--- config.mk ---
export PLATFORM = sky130hd
export DESIGN_NAME = cnn_layer_accel_pixel_fetch
export DESIGN_NICKNAME = d
export VERILOG_FILES = /design/src/rtl/cnn_layer_accel_pixel_fetch_pkg.sv /design/src/rtl/cnn_layer_accel_fetch_fifo.sv /design/src/rtl/cnn_layer_accel_pixel_fetch.sv
export SDC_FILE = /design/constraint.sdc
export NUM_CORES = 1
export LEC_CHECK = 0
export BUFFER_PORTS_ARGS = -buffer_cell sky130_fd_sc_hd__buf_2
export CAP_MARGIN = 25
export CORE_ASPECT_RATIO = 1.2
export CORE_MARGIN = 3
export CORE_UTILIZATION = 60
export CTS_BUF_LIST = sky130_fd_sc_hd__clkbuf_4 sky130_fd_sc_hd__clkbuf_8
export DETAILED_ROUTE_END_ITERATION = 8
export PLACE_DENSITY = 0.83
export SLEW_MARGIN = 30
export SYNTH_ARGS = -nofsm -noshare
export SYNTH_HDL_FRONTEND = slang
export SYNTH_HIERARCHICAL = 1
export SYNTH_SLANG_ARGS = --single-unit
--- constraint.sdc ---
create_clock -name clk_if -period 10.8 [get_ports clk_if]
set_input_delay 0.54 -clock clk_if [delete_from_list [all_inputs] [get_ports clk_if]]
set_output_delay 0.54 -clock clk_if [all_outputs]
set_load 0.01 [all_outputs]
--- src/rtl/cnn_layer_accel_pixel_fetch_pkg.sv ---
// rtl/cnn_layer_accel_pixel_fetch_pkg.sv - shared definitions for the CNN layer pixel fetch block
//
// Contents:
//   PIXEL_WORD_WIDTH  width of one memory word / pixel beat (8 depth-slices of one pixel)
//   DIM_WIDTH         width of the row/column counts of the input map
//   dim_t             row/column count type
//   fetch_state_t     pixel fetch FSM state encoding
//   fifo_cnt_width()  occupancy counter width for a FIFO of a given depth
package cnn_layer_accel_pixel_fetch_pkg;

  localparam int PIXEL_WORD_WIDTH = 128;
  localparam int DIM_WIDTH        = 10;

  typedef logic [DIM_WIDTH-1:0] dim_t;

  typedef enum logic [2:0] {
    ST_IDLE     = 3'd0,
    ST_ACK      = 3'd1,
    ST_STREAM   = 3'd2,
    ST_COMPLETE = 3'd3,
    ST_DONE     = 3'd4
  } fetch_state_t;

  // An occupancy counter must be able to hold the value DEPTH itself.
  function automatic int fifo_cnt_width(input int depth);
    return $clog2(depth) + 1;
  endfunction

endpackage

--- src/rtl/cnn_layer_accel_fetch_fifo.sv ---
// rtl/cnn_layer_accel_fetch_fifo.sv - single-clock first-word-fall-through read-data buffer
//
// Ports:
//   clk      in   clock, rising edge
//   rst      in   asynchronous active-high reset, empties the buffer
//   wr_en    in   write strobe (ignored when full)
//   wr_data  in   WIDTH  word to store
//   rd_en    in   pop strobe (ignored when empty)
//   rd_data  out  WIDTH  head word, valid whenever count != 0
//   count    out  number of stored words (0..DEPTH)
module cnn_layer_accel_fetch_fifo
  import cnn_layer_accel_pixel_fetch_pkg::*;
#(
  parameter  int WIDTH = PIXEL_WORD_WIDTH,
  parameter  int DEPTH = 4,
  localparam int PTR_W = $clog2(DEPTH),
  localparam int CNT_W = fifo_cnt_width(DEPTH)
) (
  input  logic             clk,
  input  logic             rst,
  input  logic             wr_en,
  input  logic [WIDTH-1:0] wr_data,
  input  logic             rd_en,
  output logic [WIDTH-1:0] rd_data,
  output logic [CNT_W-1:0] count
);

  logic [WIDTH-1:0] mem [DEPTH];
  logic [PTR_W-1:0] wr_ptr;
  logic [PTR_W-1:0] rd_ptr;
  logic             do_wr;
  logic             do_rd;

  assign do_wr = wr_en && (count != CNT_W'(DEPTH));
  assign do_rd = rd_en && (count != '0);

  // DEPTH is a power of two, so the pointers wrap on their own.
  always_ff @(posedge clk or posedge rst) begin
    if (rst) begin
      wr_ptr <= '0;
      rd_ptr <= '0;
      count  <= '0;
    end else begin
      if (do_wr) begin
        wr_ptr <= wr_ptr + 1'b1;
      end
      if (do_rd) begin
        rd_ptr <= rd_ptr + 1'b1;
      end
      count <= count + CNT_W'(do_wr) - CNT_W'(do_rd);
    end
  end

  // Storage carries no reset; stale contents are never visible because
  // the consumer only looks at rd_data while count is non-zero.
  always_ff @(posedge clk) begin
    if (do_wr) begin
      mem[wr_ptr] <= wr_data;
    end
  end

  assign rd_data = mem[rd_ptr];

endmodule

--- src/rtl/cnn_layer_accel_pixel_fetch.sv ---
// rtl/cnn_layer_accel_pixel_fetch.sv - row-by-row pixel fetcher feeding a compute quad
//
// Ports:
//   clk_if              in   sole clock, rising edge
//   rst                 in   asynchronous active-high reset
//   cfg_load            in   strobe capturing cfg_num_rows/cfg_num_cols/cfg_base_addr
//   cfg_num_rows        in   10  input-map rows
//   cfg_num_cols        in   10  input-map columns (pixels per row)
//   cfg_base_addr       in   ADDR_WIDTH  word address of pixel 0
//   job_fetch_request   in   quad asks for the next row
//   job_fetch_ack       out  one-cycle grant of a row fetch
//   job_fetch_complete  out  one-cycle pulse after the last pixel of a row is taken
//   pixel_valid/ready/data     pixel stream to the quad (128-bit beats)
//   mem_rd_req/ready/addr      read request port, accepted on req & ready
//   mem_rd_valid/data          in-order, unthrottled read return
//   fetch_done          out  level, every configured row has been delivered
module cnn_layer_accel_pixel_fetch
  import cnn_layer_accel_pixel_fetch_pkg::*;
#(
  parameter int ADDR_WIDTH = 32,
  parameter int FIFO_DEPTH = 4
) (
  input  logic                        clk_if,
  input  logic                        rst,
  input  logic                        cfg_load,
  input  logic [DIM_WIDTH-1:0]        cfg_num_rows,
  input  logic [DIM_WIDTH-1:0]        cfg_num_cols,
  input  logic [ADDR_WIDTH-1:0]       cfg_base_addr,
  input  logic                        job_fetch_request,
  output logic                        job_fetch_ack,
  output logic                        job_fetch_complete,
  output logic                        pixel_valid,
  input  logic                        pixel_ready,
  output logic [PIXEL_WORD_WIDTH-1:0] pixel_data,
  output logic                        mem_rd_req,
  input  logic                        mem_rd_ready,
  output logic [ADDR_WIDTH-1:0]       mem_rd_addr,
  input  logic                        mem_rd_valid,
  input  logic [PIXEL_WORD_WIDTH-1:0] mem_rd_data,
  output logic                        fetch_done
);

  localparam int CNT_W = fifo_cnt_width(FIFO_DEPTH);
  localparam int SUM_W = CNT_W + 1;
  localparam logic [SUM_W-1:0] CREDIT_LIMIT = SUM_W'(FIFO_DEPTH);

  fetch_state_t                state;
  dim_t                        num_rows;
  dim_t                        num_cols;
  dim_t                        row_cnt;
  dim_t                        row_next;
  dim_t                        req_cnt;
  dim_t                        out_cnt;
  logic [ADDR_WIDTH-1:0]       rd_addr;
  logic [CNT_W-1:0]            outstanding;
  logic [CNT_W-1:0]            fifo_count;
  logic [PIXEL_WORD_WIDTH-1:0] fifo_head;
  logic [SUM_W-1:0]            in_flight;
  logic                        ack_q;
  logic                        complete_q;
  logic                        done_q;
  logic                        in_stream;
  logic                        credit_ok;
  logic                        req_fire;
  logic                        rd_accept;
  logic                        pop;
  logic                        last_pixel;

  assign in_stream = (state == ST_STREAM);
  assign row_next  = row_cnt + 1'b1;

  // Every word in flight or buffered holds a FIFO slot, so a return can
  // never find the buffer full.
  assign in_flight = {1'b0, outstanding} + {1'b0, fifo_count};
  assign credit_ok = (in_flight < CREDIT_LIMIT);

  assign mem_rd_req = in_stream && (req_cnt < num_cols) && credit_ok;
  assign req_fire   = mem_rd_req && mem_rd_ready;

  // A return only counts against a request issued in this row; anything
  // arriving with nothing outstanding is left over from before a reset.
  assign rd_accept = in_stream && mem_rd_valid && (outstanding != '0);

  assign pixel_valid = in_stream && (fifo_count != '0);
  assign pixel_data  = pixel_valid ? fifo_head : '0;
  assign pop         = pixel_valid && pixel_ready;
  assign last_pixel  = (out_cnt == num_cols - 1'b1);

  assign mem_rd_addr        = rd_addr;
  assign job_fetch_ack      = ack_q;
  assign job_fetch_complete = complete_q;
  assign fetch_done         = done_q;

  always_ff @(posedge clk_if or posedge rst) begin
    if (rst) begin
      state       <= ST_IDLE;
      num_rows    <= '0;
      num_cols    <= '0;
      row_cnt     <= '0;
      req_cnt     <= '0;
      out_cnt     <= '0;
      rd_addr     <= '0;
      outstanding <= '0;
      ack_q       <= 1'b0;
      complete_q  <= 1'b0;
      done_q      <= 1'b0;
    end else begin
      ack_q       <= 1'b0;
      complete_q  <= 1'b0;
      outstanding <= outstanding + CNT_W'(req_fire) - CNT_W'(rd_accept);

      // Address runs on across rows and wraps at the top of the space.
      if (req_fire) begin
        rd_addr <= rd_addr + 1'b1;
        req_cnt <= req_cnt + 1'b1;
      end
      if (pop) begin
        out_cnt <= out_cnt + 1'b1;
      end

      case (state)
        ST_IDLE, ST_DONE: begin
          if (cfg_load) begin
            num_rows <= cfg_num_rows;
            num_cols <= cfg_num_cols;
            rd_addr  <= cfg_base_addr;
            row_cnt  <= '0;
            done_q   <= 1'b0;
            state    <= ST_IDLE;
          end else if ((state == ST_IDLE) && job_fetch_request &&
                       (row_cnt < num_rows)) begin
            state <= ST_ACK;
            ack_q <= 1'b1;
          end
        end

        ST_ACK: begin
          req_cnt <= '0;
          out_cnt <= '0;
          state   <= ST_STREAM;
        end

        ST_STREAM: begin
          if (pop && last_pixel) begin
            state      <= ST_COMPLETE;
            complete_q <= 1'b1;
          end
        end

        ST_COMPLETE: begin
          row_cnt <= row_next;
          if (row_next == num_rows) begin
            state  <= ST_DONE;
            done_q <= 1'b1;
          end else begin
            state <= ST_IDLE;
          end
        end

        default: begin
          state <= ST_IDLE;
        end
      endcase
    end
  end

  cnn_layer_accel_fetch_fifo #(
    .WIDTH (PIXEL_WORD_WIDTH),
    .DEPTH (FIFO_DEPTH)
  ) u_fifo (
    .clk     (clk_if),
    .rst     (rst),
    .wr_en   (rd_accept),
    .wr_data (mem_rd_data),
    .rd_en   (pop),
    .rd_data (fifo_head),
    .count   (fifo_count)
  );

endmodule

# ---- Word level (Yosys, flattened, before mapping)
# Memories as Yosys holds them, arrays and structs flattened.
# Index checks and enable logic that the tools add are counted.
dict set report word_totals {
  reg_bits 98
  ram_bits 512
  input_bits 187
  output_inout_bits 165
  memories 1
}
# name depth word_bits rd rd_ports_with_merged_regs write_ports line_no
set mem_list {}
lappend mem_list {u_fifo.mem 4 128 1 0 1 cnn_layer_accel_fetch_fifo.sv:28} ;# logic [WIDTH-1:0] mem [DEPTH];
dict set report classes {
  add_sub_neg 12
  order_cmp 3
  n_eq_ne 11
  mux 25
  n_reduce_logical 23
}
# cell n
set ops {}
lappend ops {{$mux W128} 1}
lappend ops {{$mux W32} 3}
lappend ops {{$mux W10} 5}
lappend ops {{$add A32 B1 Y32 const B} 1}
lappend ops {{$add A10 B1 Y10 const B} 3}
lappend ops {{$eq A10 B10 Y1} 2}
lappend ops {{$lt A10 B10 Y1} 2}
lappend ops {{$pmux W10 S2} 1}
lappend ops {{$logic_and A1 B1 Y1} 12}
lappend ops {{$mux W3} 4}
lappend ops {{$pmux W3 S4} 1}
lappend ops {{$sub A10 B1 Y10 const B} 1}
lappend ops {{$mux W1} 9}
lappend ops {{$add A3 B1 Y3} 2}
lappend ops {{$eq A3 B2 Y1 const B} 2}
lappend ops {{$ne A3 B3 Y1 const B} 2}
lappend ops {{$reduce_and A2 Y1} 3}
lappend ops {{$reduce_bool A2 Y1} 3}
lappend ops {{$reduce_bool A3 Y1} 2}
lappend ops {{$sub A3 B1 Y3} 2}
lappend ops {{$add A2 B1 Y2 const B} 2}
lappend ops {{$add A3 B3 Y4} 1}
lappend ops {{$lt A4 B3 Y1 const B} 1}
lappend ops {{$ne A2 B2 Y1 const B} 2}
lappend ops {{other kinds (7)} 7}

# ---- Longest topological paths before layout
dict set report logic_depth {
  ltp_word 7
  ltp_mapped 12
}

# ---- By module
# Netlist, hierarchy kept.
# module instances cells_per_inst area_each_um2 seq_area_each_um2
set modules_own_cells {}
lappend modules_own_cells {cnn_layer_accel_fetch_fifo 1 709 18925.7 15549.9}
lappend modules_own_cells {cnn_layer_accel_pixel_fetch 1 776 6444.9 2277.2}

# ---- Worst setup path after synthesis
# Ideal clock, no wire load.
dict set report synth_path {
  kind {register to register}
  startpoint {register state[0]}
  endpoint {memory u_fifo/mem[0][0] in the netlist's numbering, enable pin}
  arrival_time_ns 4.294
  required_ns 10.297
  path_slack_ns 6.003
  stages_incl_launch_ff 6
  path_buffers 2
  path_cell_list {dfrtp_1 -> buf_2 -> nor3b_4 -> clkbuf_1 -> o311a_1 -> and3b_1}
}
dict set report synth_via {
  elab_chain_len 6
}
# element line_no
set synth_lines {}
lappend synth_lines {{start: declaration} cnn_layer_accel_pixel_fetch.sv:47} ;# fetch_state_t state;
lappend synth_lines {{start signal: assignment} cnn_layer_accel_pixel_fetch.sv:96} ;# state <= ST_IDLE;
lappend synth_lines {{start signal: assignment} cnn_layer_accel_pixel_fetch.sv:129} ;# state <= ST_IDLE;
lappend synth_lines {{start signal: assignment} cnn_layer_accel_pixel_fetch.sv:132} ;# state <= ST_ACK;
lappend synth_lines {{$eq A3 B2 Y1} cnn_layer_accel_pixel_fetch.sv:69} ;# assign in_stream = (state == ST_STREAM);
lappend synth_lines {{$logic_and A1 B1 Y1 (2 in a row)} cnn_layer_accel_pixel_fetch.sv:82} ;# assign rd_accept = in_stream && mem_rd_valid && (outstanding != '0);
lappend synth_lines {{net rd_accept} cnn_layer_accel_pixel_fetch.sv:65} ;# logic rd_accept;
lappend synth_lines {{$logic_and A1 B1 Y1} cnn_layer_accel_fetch_fifo.sv:34} ;# assign do_wr = wr_en && (count != CNT_W'(DEPTH));
lappend synth_lines {{$mux W1} cnn_layer_accel_fetch_fifo.sv:57} ;# if (do_wr) begin
lappend synth_lines {{$mux W1 (not written as such)} cnn_layer_accel_fetch_fifo.sv:58} ;# mem[wr_ptr] <= wr_data;
lappend synth_lines {{end: declaration} cnn_layer_accel_fetch_fifo.sv:28}
# The timed path passes the listed nets, and every way through them passes these cells.

# ---- Worst setup path in the final report
dict set report layout_path {
  startpoint {register u_fifo.rd_ptr[0]}
  endpoint {output pixel_data[40]}
}
dict set report layout_via {
  elab_chain_len 2
}
# element line_no
set layout_lines {}
lappend layout_lines {{start: declaration} cnn_layer_accel_fetch_fifo.sv:30} ;# logic [PTR_W-1:0] rd_ptr;
lappend layout_lines {{start signal: assignment} cnn_layer_accel_fetch_fifo.sv:48} ;# rd_ptr <= rd_ptr + 1'b1;
lappend layout_lines {{$mem_v2 Z4 W128} n/a}
lappend layout_lines {{net fifo_head[40]} cnn_layer_accel_pixel_fetch.sv:57} ;# logic [PIXEL_WORD_WIDTH-1:0] fifo_head;
lappend layout_lines {{$mux W128} cnn_layer_accel_pixel_fetch.sv:85} ;# assign pixel_data = pixel_valid ? fifo_head : '0;
lappend layout_lines {{end: declaration} cnn_layer_accel_pixel_fetch.sv:34} ;# output logic [PIXEL_WORD_WIDTH-1:0] pixel_data,
# The timed path passes the listed nets, and every way through them passes these cells.

==> results.py <==
metrics = {
    "outcome": {
        "status": "finished with violations",
        "violations": "DRC",
    },
    "sta": {
        "fin_skew_ps": 29.1,
        "setup-tns-final_ps": 0,
        "min_period_ps": 4490,
        "maxSlewViolCount": 0,
        "layout_setup_ws_ps": 6310,
        "rsz0062_at_grt": "no",
        "tightest_slew_ps": 979,
        "fmax_mhz": 223,
        "hold_violations": 0,
        "setup_viol": 0,
        "relSlewSlack": 0.348,
        "finalCritPeriodShare": 0.416,
    },
    "synthesis": {
        "syn_area_per_cell_sq_um": 17.1,
        "synth_edf_count": 512,
        "synthFlopType": "edfxtp_1",
        "yosys.area.top_type_share": 0.606,
        "syn_nets": 1708,
        "ys_async_sr_fraction": 0.161,
        "yosysMostFrequentCell": "edfxtp_1",
        "synth_warnings": 6,
        "synth_cell_type_count": 66,
        "synth.yosys.seq_area_share": 0.703,
        "synthTopCellsByCount": "edfxtp_1, and3_1, mux4_2",
        "netlist_area_sq_mm": 0.0254,
        "synth.area.top_cells": "edfxtp_1, mux4_2, dfrtp_1, and3_1, ha_1",
        "syn_inst": 1485,
        "ys_ff_latch": 610,
        "synth_top_area_cell": "edfxtp_1",
    },
    "grt": {
        "grt_overflow": 0,
        "antenna_found_initial": 14,
        "grt_pass1_vias": 15900,
        "busiest_layer": "met2",
        "grtUsageTotal": 0.260,
        "grt_first_pass_wirelength_mm": 90.1,
        "grt_max_degree": 88,
        "grtUsageMet1": 0.320,
        "grt_util_met2": 0.446,
        "use_met3": 0.0664,
    },
    "min_path": {
        "hold_end": "u_fifo/mem[3][105]",
        "holdCritPathClass": "in2reg",
        "holdPathStages": 1,
        "hp-start": "mem_rd_data[105]",
    },
    "finish": {
        "drive_above_1_share": 0.346,
        "nets": 2094,
        "syn_to_final_growth_pct": 16.3,
    },
    "floorplanning": {
        "start_util": 0.615,
        "die_h_um": 231,
        "fp.dieArea_sq_mm": 0.0448,
        "ioPinCount": 352,
        "core_sq_mm": 0.0412,
        "die_w_um": 194,
        "core.rowCount": 81,
    },
    "clock_tree": {
        "cts_root_buffer": "clkbuf_8",
        "numClockSinks": 610,
        "cts_tree": "built",
        "ctsResizeCount": 0,
        "cts_inserted_buffers": 93,
        "clk_pin_slew_ps": 60,
        "cts_hold_buf": 1,
        "h-tree-depth": 3,
        "clk_path_buf_depth": 3,
        "clock_latency_ps": 660,
        "postCtsSetupRepairBufs": 0,
    },
    "setup_path": {
        "worst-path-max-fanout": 48,
        "r2r_start": "state[1]",
        "crit_type": "reg2out",
        "startpoint_type": "register",
        "crit_arrival_ps": 3950,
        "required_ps": 10260,
        "reg2reg_to": "u_fifo/mem[1][90]",
        "r2r_slack_ps": 7080,
        "rr_worst_depth": 7,
        "endpoint_kind": "output port",
    },
    "routing": {
        "drt_first_pass_iters": 7,
        "antenna_left": 0,
        "drc": 2,
        "vias_per_cell": 6.08,
        "vias": 15100,
        "routedWlPerCell_um": 23.2,
        "routed_wl_mm": 57.8,
        "drt_iter0_drc": 1017,
    },
    "power": {
        "p_leak_nw": 11.3,
        "max-vdd-ir-drop_uv": 180,
        "power_mw": 7.61,
        "p_per_area_mw_per_mm2": 258,
    },
    "place": {
        "gp_congestion": 0.895,
        "hpwlAfterDp_mm": 36.7,
        "dp_slack_ps": 6760,
        "port_buffers": 351,
    },
    "flow_run": {
        "max_cap_viol_count": 0,
    },
}
==> cells in the final DEF (no fill, tap or decap), types with 5 or more instances in the layout <==
cell type and count:
nand4_1 20, edfxtp_1 512, nor3_1 12, a21oi_1 13
mux4_2 128, nand2b_1 5, buf_2 351, a31oi_1 15
bufinv_16 5, dfrtp_1 96, nand2_1 76, o21ai_0 62
clkinv_2 14, nand3_1 31, clkinv_1 17, xor2_1 24
ha_1 34, buf_4 12, diode_2 11, clkbuf_8 95
or3_1 15, nor2_1 52, inv_1 33, xnor2_1 46
and3_1 142, clkbuf_4 26, o31ai_1 6
==> worst max path at each step <==
stage | from | to | slack (ps) | cells past startpoint
6_report | u_fifo/rd_ptr[0] | pixel_data[40] | 6310 | 6
4_1_cts | u_fifo/rd_ptr[0] | pixel_data[40] | 5960 | 5
2_1_floorplan | state[0] | u_fifo/mem[0][0] | 6000 | 5
3_5_place_dp | u_fifo/rd_ptr[0] | pixel_data[47] | 6760 | 5
3_3_place_gp | u_fifo/rd_ptr[0] | pixel_data[38] | 6450 | 5
5_1_grt | u_fifo/rd_ptr[0] | pixel_data[40] | 5960 | 6
==> flip-flops by register name (all words and copies together), names as in the netlist <==
name and cells:
u_fifo/mem 512, mem_rd_addr 32, num_cols 10, num_rows 10, out_cnt 10, req_cnt 10
row_cnt 10, outstanding 3, state 3, u_fifo/count 3, u_fifo/rd_ptr 2, u_fifo/wr_ptr 2
fetch_done 1, job_fetch_ack 1, job_fetch_complete 1
==> per-stage QoR <==
step / std cells / hold WS, ps / cell area, sq um / util
floorplan: 1485 / 343 / 25400 / -
global placement: 2310 / 505 / 27500 / 0.667
detailed placement: 2313 / 511 / 27600 / 0.669
CTS: 2474 / 23.5 / 29500 / 0.714
global route: 2482 / 51.2 / 29500 / 0.715
finish: 2486 / 79.8 / 29500 / 0.715
==> report_power, final <==
| part | internal, mW | switching (mW) |
|---|---|---|
| clock network | 1.03 | 0.860 |
| logic | 1.12 | 1.34 |
| registers | 2.95 | 0.303 |
==> logic make-up after synthesis <==
logic type	after synthesis	share of synthesized area
xor gates and xnor gates	70	0.0242
buffers and inverters	117	0.0221
and+or+nand+nor	398	0.0889
muxes	131	0.115
DFF	610	0.703
adders and majority gates	36	0.0183
AOI/OAI and AO/OA	123	0.0289
==> cell type report <==
class | instances | area, sq um
Clock inverter | 39 | 330
Tap cell | 539 | 674
Fill cell | 2496 | 11700
Antenna cell | 11 | 27.5
Timing Repair Buffer | 372 | 1990
Multi-Input combinational cell | 758 | 7020
Clock buffer | 121 | 1500
Sequential cell | 610 | 17800
Inverter | 36 | 136
==> routing by layer <==
| layer | vias up | part of all wire |
|---|---|---|
| li1 | 6619 | - |
| met1 | 7612 | 0.35 |
| met2 | 748 | 0.53 |
| met3 | 126 | 0.092 |
| met4 | 12 | 0.029 |
| met5 | - | 0.0014 |
==> critical path, cell delays in order, from the launching register on <==
cell and delay, ps:
dfrtp_4 640, buf_16 290, buf_6 580, buf_4 710, mux4_2 650, and3_1 180, buf_2 140
Power figures use the tool's default switching activity.
